==> config.mk <==
export PLATFORM = sky130hd
export DESIGN_NAME = resta_c2_serial_flat
export DESIGN_NICKNAME = d
export VERILOG_FILES = /design/src/rtl/resta_c2_serial_if.sv /design/src/rtl/resta_c2_serial.sv /design/src/flat_wrapper.sv
export SDC_FILE = /design/constraint.sdc
export NUM_CORES = 1
export LEC_CHECK = 0
export BUFFER_PORTS_ARGS = -buffer_cell sky130_fd_sc_hd__buf_4
export CELL_PAD_IN_SITES_DETAIL_PLACEMENT = 0
export CELL_PAD_IN_SITES_GLOBAL_PLACEMENT = 1
export CORE_ASPECT_RATIO = 1.5
export CORE_MARGIN = 10
export CORE_UTILIZATION = 30
export CTS_CLUSTER_DIAMETER = 40
export DETAILED_ROUTE_END_ITERATION = 12
export HOLD_SLACK_MARGIN = 0.02
export PLACE_DENSITY_LB_ADDON = 0.1
export SLEW_MARGIN = 10
export SYNTH_ARGS = -nofsm -noshare
export SYNTH_HDL_FRONTEND = slang
export SYNTH_SLANG_ARGS = --single-unit
export TNS_END_PERCENT = 5
==> constraint.sdc <==
create_clock -name clk -period 1.5 [get_ports clk]
set_input_delay 0.225 -clock clk [delete_from_list [all_inputs] [get_ports clk]]
set_output_delay 0.225 -clock clk [all_outputs]
set_load 0.01 [all_outputs]
==> src/rtl/resta_c2_serial_if.sv <==
// resta_c2_serial_if
// Groups the start/done handshake, the operands and the results of the
// bit-serial two's-complement subtractor.
//   inicio   start request, sampled only while ocupado=0
//   a, b     minuend and subtrahend (two's complement), sampled with inicio
//   bi       borrow-in, sampled with inicio
//   ocupado  operation in progress
//   listo    one-cycle pulse when d/boutfin/desborde take a new result
//   d        result a - b - bi, modulo 2^ANCHO
//   boutfin  final unsigned borrow
//   desborde signed overflow
// Modports: master drives the request side, slave is the subtractor.
interface resta_c2_serial_if #(
    parameter int ANCHO = 8
);
    logic             inicio;
    logic [ANCHO-1:0] a;
    logic [ANCHO-1:0] b;
    logic             bi;
    logic             ocupado;
    logic             listo;
    logic [ANCHO-1:0] d;
    logic             boutfin;
    logic             desborde;

    modport master (
        output inicio, a, b, bi,
        input  ocupado, listo, d, boutfin, desborde
    );

    modport slave (
        input  inicio, a, b, bi,
        output ocupado, listo, d, boutfin, desborde
    );
endinterface

==> src/rtl/resta_c2_serial.sv <==
// resta_c2_serial
// Bit-serial two's-complement subtractor: d = a - b - bi, one bit per clock,
// LSB first. Trades latency for area next to the parallel adder.
// Ports:
//   clk    clock, rising edge
//   rst_n  synchronous active-low reset
//   bus    resta_c2_serial_if.slave: inicio/a/b/bi in, ocupado/listo/d/
//          boutfin/desborde out
// Timing: a start accepted at edge k yields listo in the cycle after edge
// k+ANCHO+1; ocupado stays high through that listo cycle, so any inicio up to
// and including the listo cycle is ignored.
module resta_c2_serial #(
    parameter int ANCHO = 8
) (
    input  logic              clk,
    input  logic              rst_n,
    resta_c2_serial_if.slave  bus
);
    localparam int CW = $clog2(ANCHO);

    typedef enum logic [1:0] {
        IDLE  = 2'd0,
        RESTA = 2'd1,
        FIN   = 2'd2
    } estado_t;

    estado_t          estado;
    logic [ANCHO-1:0] sa;
    logic [ANCHO-1:0] sb;
    logic [ANCHO-1:0] sr;
    logic [CW-1:0]    cnt;
    logic             br;
    logic             amsb;
    logic             bmsb;
    logic             dbit;
    logic             br_next;

    // One full-subtractor cell working on the current LSBs of the shifting
    // operand registers.
    assign dbit    = sa[0] ^ sb[0] ^ br;
    assign br_next = (~sa[0] & sb[0]) | (~(sa[0] ^ sb[0]) & br);

    // Sequencer and datapath. The operand MSBs are kept aside at start
    // because the operand registers are shifted away during RESTA, and the
    // overflow test in FIN still needs them. The result register only
    // reaches d in FIN, so partial results never show on the outputs.
    always_ff @(posedge clk) begin
        if (!rst_n) begin
            estado       <= IDLE;
            sa           <= '0;
            sb           <= '0;
            sr           <= '0;
            cnt          <= '0;
            br           <= 1'b0;
            amsb         <= 1'b0;
            bmsb         <= 1'b0;
            bus.ocupado  <= 1'b0;
            bus.listo    <= 1'b0;
            bus.d        <= '0;
            bus.boutfin  <= 1'b0;
            bus.desborde <= 1'b0;
        end else begin
            bus.listo <= 1'b0;
            case (estado)
                IDLE: begin
                    if (bus.inicio && !bus.ocupado) begin
                        sa          <= bus.a;
                        sb          <= bus.b;
                        br          <= bus.bi;
                        amsb        <= bus.a[ANCHO-1];
                        bmsb        <= bus.b[ANCHO-1];
                        cnt         <= '0;
                        bus.ocupado <= 1'b1;
                        estado      <= RESTA;
                    end else begin
                        bus.ocupado <= 1'b0;
                    end
                end
                RESTA: begin
                    sr  <= {dbit, sr[ANCHO-1:1]};
                    sa  <= {1'b0, sa[ANCHO-1:1]};
                    sb  <= {1'b0, sb[ANCHO-1:1]};
                    br  <= br_next;
                    cnt <= cnt + CW'(1);
                    if (cnt == CW'(ANCHO - 1)) begin
                        estado <= FIN;
                    end
                end
                FIN: begin
                    bus.d        <= sr;
                    bus.boutfin  <= br;
                    bus.desborde <= (amsb != bmsb) && (sr[ANCHO-1] != amsb);
                    bus.listo    <= 1'b1;
                    estado       <= IDLE;
                end
                default: begin
                    estado <= IDLE;
                end
            endcase
        end
    end
endmodule

==> src/flat_wrapper.sv <==
// flat-port wrapper written by rule: the top's interface ports become plain ports
module resta_c2_serial_flat 
#(
    parameter int ANCHO = 8
)
  (clk, rst_n, bus_inicio, bus_a, bus_b, bus_bi, bus_ocupado, bus_listo, bus_d, bus_boutfin, bus_desborde);
  resta_c2_serial_if #(.ANCHO(ANCHO)) bus_i ();
  input  logic clk;
  input  logic rst_n;
  input wire logic [$bits(bus_i.inicio)-1:0] bus_inicio;
  input wire logic [$bits(bus_i.a)-1:0] bus_a;
  input wire logic [$bits(bus_i.b)-1:0] bus_b;
  input wire logic [$bits(bus_i.bi)-1:0] bus_bi;
  output wire logic [$bits(bus_i.ocupado)-1:0] bus_ocupado;
  output wire logic [$bits(bus_i.listo)-1:0] bus_listo;
  output wire logic [$bits(bus_i.d)-1:0] bus_d;
  output wire logic [$bits(bus_i.boutfin)-1:0] bus_boutfin;
  output wire logic [$bits(bus_i.desborde)-1:0] bus_desborde;
  assign bus_i.inicio = bus_inicio;
  assign bus_i.a = bus_a;
  assign bus_i.b = bus_b;
  assign bus_i.bi = bus_bi;
  assign bus_ocupado = bus_i.ocupado;
  assign bus_listo = bus_i.listo;
  assign bus_d = bus_i.d;
  assign bus_boutfin = bus_i.boutfin;
  assign bus_desborde = bus_i.desborde;
  resta_c2_serial #(.ANCHO(ANCHO)) u_core (.clk(clk), .rst_n(rst_n), .bus(bus_i));
endmodule
Word level (Yosys, flattened, before mapping)
Cells that the tools add are included.
{"block": "totals", "out_inout_bits": 12, "inputBits": 20, "reg_bits": 44, "wordCells": 49}
{"block": "op_classes", "n_bitwise": 7, "eq_ne": 7, "n_reduce_logical": 8, "n_addsub": 1, "muxes": 13}
{"op": "$pmux W8 S2", "n": 2}
{"op": "$mux W8", "n": 2}
{"op": "$pmux W3 S2", "n": 1}
{"op": "$reduce_and A2 Y1", "n": 3}
{"op": "$mux W2", "n": 2}
{"op": "$ne A2 B1 Y1 const B", "n": 2}
{"op": "$pmux W2 S2", "n": 1}
{"op": "$add A3 B1 Y3 const B", "n": 1}
{"op": "$eq A3 B3 Y1 const B", "n": 1}
{"op": "$mux W1", "n": 3}
{"op": "$mux W3", "n": 1}
{"op": "$and A1 B1 Y1", "n": 2}
{"op": "$eq A2 B1 Y1 const B", "n": 1}
{"op": "$eq A2 B2 Y1 const B", "n": 1}
{"op": "$logic_and A1 B1 Y1", "n": 2}
{"op": "$logic_not A2 Y1", "n": 1}
{"op": "$ne A1 B1 Y1", "n": 2}
{"op": "$not A1 Y1", "n": 2}
{"op": "$pmux W1 S2", "n": 1}
{"op": "$reduce_bool A2 Y1", "n": 1}
{"op": "$xor A1 B1 Y1", "n": 2}
{"op": "$logic_not A1 Y1", "n": 1}
{"op": "$or A1 B1 Y1", "n": 1}

Longest topological paths before layout
{"block": "depth", "word_depth": 5, "mapped_depth": 5, "mapped_depth_nobuf": 5}

Least setup slack after synthesis
OpenSTA, ideal clock, no wires.
{"block": "synth_path", "path_type": "reg-to-reg", "from": "reg u_core.sb[0]", "to": "reg u_core.br", "setup_slack_ps": 328, "setup_time_ps": 70, "t_arrival_ps": 1102, "path_buffers": 0, "required_time_ps": 1430, "period_less_slack_ps": 1172, "path_stages_with_launch": 6, "cell_sequence": "dfxtp_1 -> inv_1 -> fa_1 -> nor3b_1 -> a21oi_1 -> a21oi_1"}
{"block": "synth_between", "elab_chain_len": 5, "elab_cells_between_ends": 6, "cone_classes": "mux (1); bitwise (5)"}
{"item": "start, declared", "line": "resta_c2_serial.sv:29", "source": "logic [ANCHO-1:0] sb;"}
{"item": "start signal, assigned", "line": "resta_c2_serial.sv:68", "source": "sb <= bus.b;"}
{"item": "start signal, assigned", "line": "resta_c2_serial.sv:82", "source": "sb <= {1'b0, sb[ANCHO-1:1]};"}
{"item": "$xor A1 B1 Y1", "line": "resta_c2_serial.sv:41", "source": "assign br_next = (~sa[0] & sb[0]) | (~(sa[0] ^ sb[0]) & br);"}
{"item": "$not A1 Y1", "line": "resta_c2_serial.sv:41"}
{"item": "$and A1 B1 Y1", "line": "resta_c2_serial.sv:41"}
{"item": "$or A1 B1 Y1 (*)", "line": "resta_c2_serial.sv:41"}
{"item": "$pmux W1 S2 (*)", "line": "resta_c2_serial.sv:64", "source": "case (estado)"}
{"item": "end signal, assigned", "line": "resta_c2_serial.sv:69", "source": "br <= bus.bi;"}
{"item": "end signal, assigned", "line": "resta_c2_serial.sv:83", "source": "br <= br_next;"}
{"item": "end, declared", "line": "resta_c2_serial.sv:32", "source": "logic br;"}
Every way passes the cells marked *; elsewhere a longest branch is shown, timed or not.
A chain may end at the register's enable or synchronous reset.

Worst setup path in the final report
{"block": "layout_path", "from": "reg u_core.br", "to": "reg u_core.br"}
{"block": "layout_between", "elab_chain_len": 3}
{"item": "$and A1 B1 Y1", "line": "resta_c2_serial.sv:41"}
{"item": "$or A1 B1 Y1", "line": "resta_c2_serial.sv:41"}
{"item": "$pmux W1 S2", "line": "resta_c2_serial.sv:64"}
No other way between the ends.

==> key figures <==
Route
  – # DRC: 0
  – 1st-pass router iterations: 4
  – WL final: 4.806 mm
  – Drt initial violations: 83
  – Vias post-DR: 1,698
  – Vias per std cell: 4.950
  – WL per Instance: 14.01 um
  – Post-route ant nets: 0

Critical path
  – Max incr delay on CP: 0.41 ns
  – Crit path buf inv count: 1
  – CP startpoint kind: register
  – Critical path class: reg2reg
  – R2R Setup Slk: 0.24 ns
  – Critical Path, Cell by Cell: inv_1, fa_1, nor3b_1, a21oi_1, a21oi_1
  – Worst-path fanout max: 4
  – CP max-delay cell: dfxtp_1
  – CP Data Required Time: 1.74 ns
  – Worst EP arrival: 1.49 ns
  – CP top delay family: flip-flops
  – Cell repeated most along the worst path: a21oi_1
  – CP endpoint kind: register

Synth
  – Sequential share of the synthesized area: 45.57%
  – Synth Area in Simple Gates: 25.44%
  – Post-synthesis compound-gate area fraction: 20.45%
  – Yosys warns: 0
  – Area leader, netlist: dfxtp_1
  – Synth top area share: 45.57%
  – Synth top cells by count: 70 x nand2_1, 44 x dfxtp_1, 23 x a21oi_1, 17 x a31oi_1, 17 x nand2b_1
  – Ranking of synthesized cells by area: dfxtp_1 46%, nand2_1 14%, o311ai_0 6.8%
  – Post-synth EDFFs: 0
  – Post-synthesis adder-cell area fraction: 2.330%
  – Mux share of post-synthesis cell area: 0%
  – Count leader, synth: nand2_1
  – XOR/XNOR share of the synthesized area: 0%
  – Count of cell types in the netlist: 29
  – Main synth FF type: dfxtp_1
  – Mapped Area: 1933 um2
  – Synthesized instance count: 233
  – Ys async rst share: 0%
  – Post-synthesis net count: 256
  – Largest family of logic cells by synthesized area: simple AND/OR/NAND/NOR gates
  – #FFs+latches synth: 44
  – Post-Syn Area per Cell: 8.297 um2

Timing
  – Unrepaired setup endpoints after global routing: false
  – Setup_tns: 0 ns
  – Min Tclk post-route: 1.257 ns
  – Final Hold Fails: 0
  – Slew Limit Fails: 0
  – Slew margin rel.: 73.21%
  – Final setup viols: 0
  – Period utilization: 83.80%
  – Final setup margin: 0.2430 ns
  – Hold_ws: 0.1842 ns
  – Fmax: 795.5 MHz
  – Post-Route Skew: 0.004041 ns
  – Worst slew pin tran: 0.4018 ns

Power
  – Power per cell area: 1184 nW/um2
  – Pleak: 0.9272 nW
  – VDD IR-drop max: 0.0006057 V

Placed design
  – I/O Buffers: 31
  – HPWL Detailed: 3.456 mm
  – Placed Area: 2295 um2
  – Gpl congestion: 0.7255
  – Worst slack, placed: 0.2688 ns

Clocking
  – Root Buffer: clkbuf_8
  – CTS tree: built
  – Clock sinks: 44
  – Postcts setup bufs: 0
  – Cts bufs inserted: 5
  – Post-CTS sizing: 0
  – Clock transition at the registers of the reported paths: 0.09 ns
  – Longest Clk Path Bufs: 2
  – Hold buffers post-CTS: 0
  – H-tree depth: 2
  – Worst-skew pair later-pin latency: 0.30 ns

Floorplanning
  – Vert. Die Dim: 118.3 um
  – Total core area: 6218 um2
  – Site Rows: 35
  – Die width: 85.54 um
  – Full die area: 10,120 um2
  – Starting Density: 31.09%
  – IO Count: 32

Global routing
  – Gr usage total: 10.03%
  – First-pass GRT wire length: 8.466 mm
  – Initial antenna violation count: 0
  – Largest net degree at the start of global routing: 24
  – Vias in the first global route: 1,761
  – Total grt overflow: 0

Hold path
  – Worst Hold Class: in2reg

Final layout
  – Register area: 880.8 um2
  – Final instance area: 2454 um2
  – Nets: 291
  – Multi-input gate area: 932.1 um2
  – Share of layout cells above drive strength 1: 22.68%
  – Area growth, synth to finish: 26.93%
  – Antenna fix cells: 0
  – # fillers: 689

Job
  – Max Cap Viol: 0

Status
  – Status: finished, final reports clean
-- cell type report --
| type | instances | share of cell area, % |
|---|---|---|
| Clock inverter | 3 | 3.672 |
| Clock buffer | 5 | 2.805 |
| Multi-Input combinational cell | 167 | 37.99 |
| Inverter | 3 | 0.4590 |
| Tap cell | 74 | 3.774 |
| Sequential cell | 44 | 35.90 |
| Timing Repair Buffer | 47 | 15.40 |
-- worst reg2reg max path: cells and delay by family (launching register included) --
kind	cells	cell delay, ns
AO/OA/AOI/OAI	2	0.19
adder cells (fa/ha/maj)	1	0.35
buffers and inverters	1	0.07
flip-flops	1	0.41
AND/OR/NAND/NOR	1	0.18
-- report_power, final --
group	internal (mW)	leakage [nW]	switching [mW]	total [mW]
clock network	0.833	0.0784	0.438	1.27
registers	1.23	0.360	0.0508	1.28
logic	0.173	0.489	0.178	0.350
total	2.24	0.927	0.667	2.91
-- cells in the final DEF (no fill, tap or decap), drive strengths merged --
cell type / Yosys / final
nand2: 70 / 70
buf: 15 / 47
dfxtp: 44 / 44
a21oi: 23 / 23
nand2b: 17 / 17
a31oi: 17 / 17
o311ai: 15 / 15
o21ai: 5 / 5
clkbuf: 4 / 5
inv: 3 / 3
bufinv: 0 / 3
nor2b: 3 / 3
or3b: 3 / 3
nand3: 2 / 2
ha: 2 / 2
nor2: 2 / 2
o21ba: 1 / 1
or4b: 1 / 1
nor3b: 1 / 1
nor4b: 1 / 1
o21a: 1 / 1
nand3b: 1 / 1
and3: 1 / 1
fa: 1 / 1
-- worst paths after layout --
kind	endpoint	start	depth (start not counted)
setup / recovery	u_core.br	u_core.br	5
hold / removal	u_core.sb[1]	bus_b[1]	3
setup reg to reg	u_core.br	u_core.br	5
hold reg to reg	u_core.sr[0]	u_core.sr[0]	2
-- kinds of logic after synthesis --
logic type	count (synthesis)
AOI/OAI and AO/OA	62
adders and majority gates	3
buffers and inverters	22
DFF	44
and+or+nand+nor	102
-- stage by stage --
step / power (mW) / std cells / util (%)
floorplan: 1.530 / 233 / -
global placement: 1.671 / 335 / 36.90
detailed placement: 1.669 / 335 / 36.90
CTS: 2.946 / 343 / 39.46
global route: 3.041 / 343 / 39.46
finish: 2.906 / 343 / 39.46
-- layer usage --
metal  GRT usage, %  routed length [um]  share of wire (%)  up-vias
li1               -                   -                  -      878
met1          11.55                2172                 45      779
met2          16.34                2297                 48       35
met3          3.299                 246                5.1        6
met4          4.339                  89                1.9        0
met5              0                   0                  0        -
-- registers in the layout (all words and copies together), names as in the netlist, 2 cells and up --
| signal | cells |
|---|---|
| u_core.bus.d | 8 |
| u_core.cnt | 3 |
| u_core.estado | 2 |
| u_core.sa | 8 |
| u_core.sb | 8 |
| u_core.sr | 8 |
Note: power is estimated with default switching activity, not from simulation.
